### config.mk
export PLATFORM = sky130hd
export DESIGN_NAME = psum_store_ctrl
export DESIGN_NICKNAME = d
export VERILOG_FILES = /design/src/rtl/psum_store_ctrl.sv
export SDC_FILE = /design/constraint.sdc
export NUM_CORES = 1
export LEC_CHECK = 0
export ABC_CLOCK_PERIOD_IN_PS = 3200
export BUFFER_PORTS_ARGS = -buffer_cell sky130_fd_sc_hd__buf_2
export CORE_MARGIN = 3
export CORE_UTILIZATION = 43
export CTS_BUF_LIST = sky130_fd_sc_hd__clkbuf_8
export CTS_CLUSTER_DIAMETER = 100
export DETAILED_ROUTE_END_ITERATION = 8
export RECOVER_POWER = 25
export SLEW_MARGIN = 15
export SYNTH_ARGS = -nofsm -noshare
export SYNTH_HDL_FRONTEND = slang
export SYNTH_SLANG_ARGS = --single-unit
### constraint.sdc
create_clock -name clk -period 3.2 [get_ports clk]
set_input_delay 0.32 -clock clk [delete_from_list [all_inputs] [get_ports clk]]
set_output_delay 0.32 -clock clk [all_outputs]
set_load 0.02 [all_outputs]
### src/rtl/psum_store_ctrl.sv
// Partial-sum store sequencer: accumulates num_k passes of num_rows rows into the
// ping-pong psum BRAMs, then streams the finished tile out one row per cycle.
//
// state    | meaning
// ---------+----------------------------------------------------------
// S_IDLE   | waiting for start; zero-sized jobs finish with done next cycle
// S_ACC    | issuing rows of the current pass whenever row_avail is high
// S_DRAIN  | last row issued; waiting for its write-back to leave the pipe
// S_SWITCH | one cycle: swap buffer_sel, advance the pass, rewind the row
// S_READ   | reading the final tile, one row per cycle, no stall
// S_RDRAIN | last read data on psum_out; done follows
module psum_store_ctrl #(
    parameter int P_BRAM_ADDR_WIDTH = 5,
    parameter int K_WIDTH           = 8,
    parameter int RD_LAT            = 2
) (
    input  logic                         clk,
    input  logic                         rstn,
    input  logic                         start,
    input  logic [P_BRAM_ADDR_WIDTH:0]   num_rows,
    input  logic [K_WIDTH-1:0]           num_k,
    input  logic                         row_avail,
    output logic                         row_issue,
    output logic                         buffer_sel,
    output logic                         first_psum,
    output logic [P_BRAM_ADDR_WIDTH-1:0] psum_prev_addr,
    output logic [P_BRAM_ADDR_WIDTH-1:0] psum_addr,
    output logic                         psum_en,
    output logic                         psum_we,
    output logic                         out_valid,
    output logic [P_BRAM_ADDR_WIDTH-1:0] out_row,
    output logic                         busy,
    output logic                         done
);
    localparam int AW = P_BRAM_ADDR_WIDTH;

    typedef enum logic [2:0] {
        S_IDLE,
        S_ACC,
        S_DRAIN,
        S_SWITCH,
        S_READ,
        S_RDRAIN
    } state_t;

    state_t              r_state;
    state_t              w_state_nxt;
    logic [AW:0]         r_rows;
    logic [K_WIDTH-1:0]  r_k;
    logic [AW-1:0]       r_row;
    logic [K_WIDTH-1:0]  r_pass;
    logic                r_buf_sel;
    logic [RD_LAT-1:0]   r_vld;
    logic [AW-1:0]       r_prow [RD_LAT];
    logic                r_first0;
    logic                r_out_vld;
    logic [AW-1:0]       r_out_row;
    logic                r_done;

    logic [AW:0]         w_rows_m1;
    logic                w_row_last;
    logic                w_issue;
    logic                w_drained;
    logic                w_done_nxt;

    // Row counter is compared one bit wider so a full-depth tile ends at 2^AW-1 cleanly.
    assign w_rows_m1  = r_rows - 1'b1;
    assign w_row_last = ({1'b0, r_row} == w_rows_m1);
    assign w_issue    = (r_state == S_ACC) && row_avail;
    assign w_drained  = ~|r_vld[RD_LAT-2:0];

    always_comb begin
        w_state_nxt = r_state;
        w_done_nxt  = 1'b0;
        case (r_state)
            S_IDLE: begin
                if (start) begin
                    if ((num_rows == '0) || (num_k == '0)) w_done_nxt = 1'b1;
                    else                                   w_state_nxt = S_ACC;
                end
            end
            S_ACC:    if (w_issue && w_row_last) w_state_nxt = S_DRAIN;
            S_DRAIN: begin
                if (w_drained) w_state_nxt = (r_pass < r_k - 1'b1) ? S_SWITCH : S_READ;
            end
            S_SWITCH: w_state_nxt = S_ACC;
            S_READ:   if (w_row_last) w_state_nxt = S_RDRAIN;
            S_RDRAIN: begin
                w_state_nxt = S_IDLE;
                w_done_nxt  = 1'b1;
            end
            default:  w_state_nxt = S_IDLE;
        endcase
    end

    always_ff @(posedge clk) begin
        if (rstn) begin
            r_state   <= S_IDLE;
            r_rows    <= '0;
            r_k       <= '0;
            r_row     <= '0;
            r_pass    <= '0;
            r_buf_sel <= 1'b0;
            r_vld     <= '0;
            r_first0  <= 1'b0;
            r_out_vld <= 1'b0;
            r_out_row <= '0;
            r_done    <= 1'b0;
            for (int i = 0; i < RD_LAT; i++) r_prow[i] <= '0;
        end else begin
            r_state   <= w_state_nxt;
            r_vld     <= {r_vld[RD_LAT-2:0], w_issue};
            r_prow[0] <= r_row;
            for (int i = 1; i < RD_LAT; i++) r_prow[i] <= r_prow[i-1];
            r_first0  <= w_issue && (r_pass == '0);
            r_out_vld <= (r_state == S_READ);
            r_out_row <= r_row;
            r_done    <= w_done_nxt;
            case (r_state)
                S_IDLE: begin
                    if (start) begin
                        r_rows <= num_rows;
                        r_k    <= num_k;
                        r_row  <= '0;
                        r_pass <= '0;
                    end
                end
                S_ACC:  if (w_issue) r_row <= w_row_last ? '0 : r_row + 1'b1;
                S_SWITCH: begin
                    r_buf_sel <= ~r_buf_sel;
                    r_pass    <= r_pass + 1'b1;
                    r_row     <= '0;
                end
                S_READ: r_row <= w_row_last ? '0 : r_row + 1'b1;
                default: ;
            endcase
        end
    end

    // During READ the address comes straight from the counter; otherwise from the write-back stage.
    assign row_issue      = w_issue;
    assign buffer_sel     = r_buf_sel;
    assign first_psum     = r_vld[0] & r_first0;
    assign psum_prev_addr = r_row;
    assign psum_addr      = (r_state == S_READ) ? r_row : r_prow[RD_LAT-1];
    assign psum_we        = r_vld[RD_LAT-1];
    assign psum_en        = w_issue | (|r_vld) | (r_state == S_READ);
    assign out_valid      = r_out_vld;
    assign out_row        = r_out_row;
    assign busy           = (r_state != S_IDLE);
    assign done           = r_done;
endmodule

==> metrics.md <==
| Metric | Value |
|---|---|
| Post-route setup slack | `0.5547 ns` |
| Total power | `1.462 mW` |
| Fillers | `545` |
| Post-CTS Hold Buffers | `0` |
| WS Path Type | `register to register` |
| Final Skew | `0.009488 ns` |
| Worst skew pair latency | `0.30 ns` |
| Vias in the first global route | `1,826` |
| DP Area | `0.002556 mm²` |
| CP max FO | `5` |
| Asr flop ratio synth | `0%` |
| CTS clock-pin slew for the worst setup and hold paths | `0.09 ns` |
| Post-route ant nets | `0` |
| Synth cell types | `44` |
| Core Footprint | `0.005205 mm²` |
| Layout Area Growth over Synthesis | `12.09%` |
| RSZ-0062 raised after global routing | `no` |
| Residual overflow from global routing | `0` |
| Place WS | `0.5462 ns` |
| Total GRT Usage | `16.90%` |
| Seq/Total Area, Yosys | `39.19%` |
| Crit end category | `register` |
| CTS tree | `built` |
| Nets | `348` |
| Power density over cell area | `554.9 mW/mm²` |
| Final count of pins violating max slew | `43` |
| Final Util | `50.60%` |
| Core Rows | `26` |
| Max cap viols | `1` |
| Drt pass-1 iters | `4` |
| Die X | `79.92 µm` |
| Initial antenna violation count | `0` |
| Pleak | `1.130 nW` |
| Initial core utilization | `45.14%` |
| Final period utilization | `82.66%` |
| Actual slew at the worst max-slew pin | `1.835 ns` |
| Peak Freq | `378.0 MHz` |
| TritonCTS Buffers | `5` |
| Clk root buf | `clkbuf_8` |
| Post-Route WL | `4.942 mm` |
| Vias | `2,041` |
| Die area | `0.006387 mm²` |
| Peak supply drop | `212.2 µV` |
| Hold WS | `0.2566 ns` |
| Gp weighted congestion | `0.8261` |
| Final hold violations | `0` |
| Final Setup Violations | `0` |
| H-Tree Depth | `2` |
| Worst hold path class | `input port to register` |
| Post-synth EDFFs | `0` |
| Status | `finished, violations left` |
| Starting DRC count in detailed routing | `123` |
| Startpoint types | `register` |
| IO Port Bufs | `40` |
| Placed insts | `381` |
| Setup Buffers After CTS | `0` |
| Dpl hpwl | `3.615 mm` |
| Flops & latches, synth | `46` |
| Clock sink count | `46` |
| Synth area leaders | `dfxtp_1 39%, nand2_1 7.0%, ha_1 6.4%, a21oi_1 5.5%, nor2_1 4.6%` |
| Synth warnings | `0` |
| I/O pin total | `41` |
| Primary FF master, synth | `dfxtp_1` |
| First-pass GRT wire length | `8.604 mm` |
| Data required, critical path | `3.44 ns` |
| Post-Synthesis Cells | `284` |
| Cts repair resizes | `0` |
| Layout cell share with drive strength beyond 1 | `15.67%` |
| Die H | `79.92 µm` |
| Critical Path AT | `2.89 ns` |
| Yosys top cell area share | `39.19%` |
| Antenna diode count | `0` |
| DR vias/cell | `5.247` |
| Wirelength per Cell | `12.70 µm` |
| Deepest clock path buffer count | `2` |
| DRC viols | `0` |
| Synth Net Count | `314` |
| Post-synth top area cell | `dfxtp_1` |
| Setup TNS | `0 ns` |
| Failing checks | `max-capacitance violations, max-slew violations` |
| Largest net degree at the start of global routing | `43` |
| Final instance area | `0.002634 mm²` |
| Non-filler cells, final | `389` |
| Slew margin rel. | `-22.34%` |
| Mapped Avg Cell Area | `8.274 µm²` |
| Minimum clock period | `2.645 ns` |
| Netlist Area Pre-Place | `0.002350 mm²` |
-- logic make-up (layout without fill, tap and decap cells) --
group,count (synthesis),count (layout),share of synthesized area [%]
AND/OR/NAND/NOR,128,128,26.36
AO/OA/AOI/OAI,50,50,13.26
flip-flops,46,46,39.19
buffers and inverters,25,60,5.538
XOR/XNOR,16,16,5.964
adder cells (fa/ha/maj),12,12,6.390
multiplexers,7,7,3.301
-- synthesized netlist by cell type, types with 2 or more instances --
master,n
nor4b_1,2
nor4_1,4
a211oi_1,3
o21a_1,2
nor2b_1,13
ha_1,12
nor2_1,29
and3_1,5
a21oi_1,26
a211oi_2,2
a21o_1,2
nand2_1,44
or4_1,4
mux2_2,6
xnor2_1,10
nor3_1,7
clkbuf_1,7
buf_4,5
inv_1,11
nand4_1,4
o21ai_0,5
dfxtp_1,46
nand3_1,8
and2_1,2
xor2_1,6
-- worst max-delay path: stages, from the launching register on --
cell     delay [ns]
dfxtp_1        0.35
or4_1          0.54
nor4_1         0.25
xnor2_1        0.17
ha_1           0.28
a21oi_1        0.14
o21ai_0        0.08
a21oi_1        0.16
nor2_1         0.07
or4_1          0.40
a21oi_1        0.14
-- cells in the final DEF (no fill, tap or decap), drive strengths merged, types with 8 or more instances in the layout --
cell | synthesis | routed
nand2 | 44 | 44
dfxtp | 46 | 46
clkbuf | 8 | 12
nor2 | 29 | 29
ha | 12 | 12
inv | 11 | 12
xnor2 | 10 | 10
a21oi | 26 | 26
nor2b | 13 | 13
buf | 6 | 34
nand3 | 8 | 8
-- state kept, by name, summed over array words and instances, names as in the netlist, 2 cells and up --
register,count
psum_prev_addr,5
r_k,8
r_pass,8
r_prow,6
r_state,3
r_rows,6
r_vld,2
out_row,4
-- layout make-up --
cell class	instances	area, µm²	area share, %
multi-input cells	213	1299	49.31
clock inverters	3	17.52	0.6651
inverters	11	41.29	1.568
repair buffers	41	198.9	7.553
flip-flops and latches	46	920.9	34.96
well taps	70	87.58	3.325
clock buffers	5	68.82	2.613
-- where the power goes --
group / leakage, nW / switching [mW] / internal [mW]
Clock: 0.0493 / 0.204 / 0.151
Combinational: 0.707 / 0.250 / 0.178
Sequential: 0.373 / 0.0620 / 0.617
Total: 1.13 / 0.515 / 0.946
-- worst paths after layout --
kind,start,endpoint,slack [ns],depth (start not counted)
hold / removal,num_rows[1],r_rows[1],0.26,3
setup / recovery,r_k[2],r_state[1],0.55,10
setup reg to reg,r_k[2],r_state[1],0.55,10
hold reg to reg,r_prow[0][4],r_prow[0][9],0.46,1
-- per-layer routing --
metal | wire length, µm | GRT usage [%] | up-vias
met4 | 65 | 5.574 | 0
li1 | - | - | 1043
met5 | 0 | 0 | -
met1 | 2594 | 24.57 | 949
met2 | 2067 | 24.75 | 41
met3 | 215 | 3.386 | 8
Note: power is estimated with default switching activity, not from simulation.
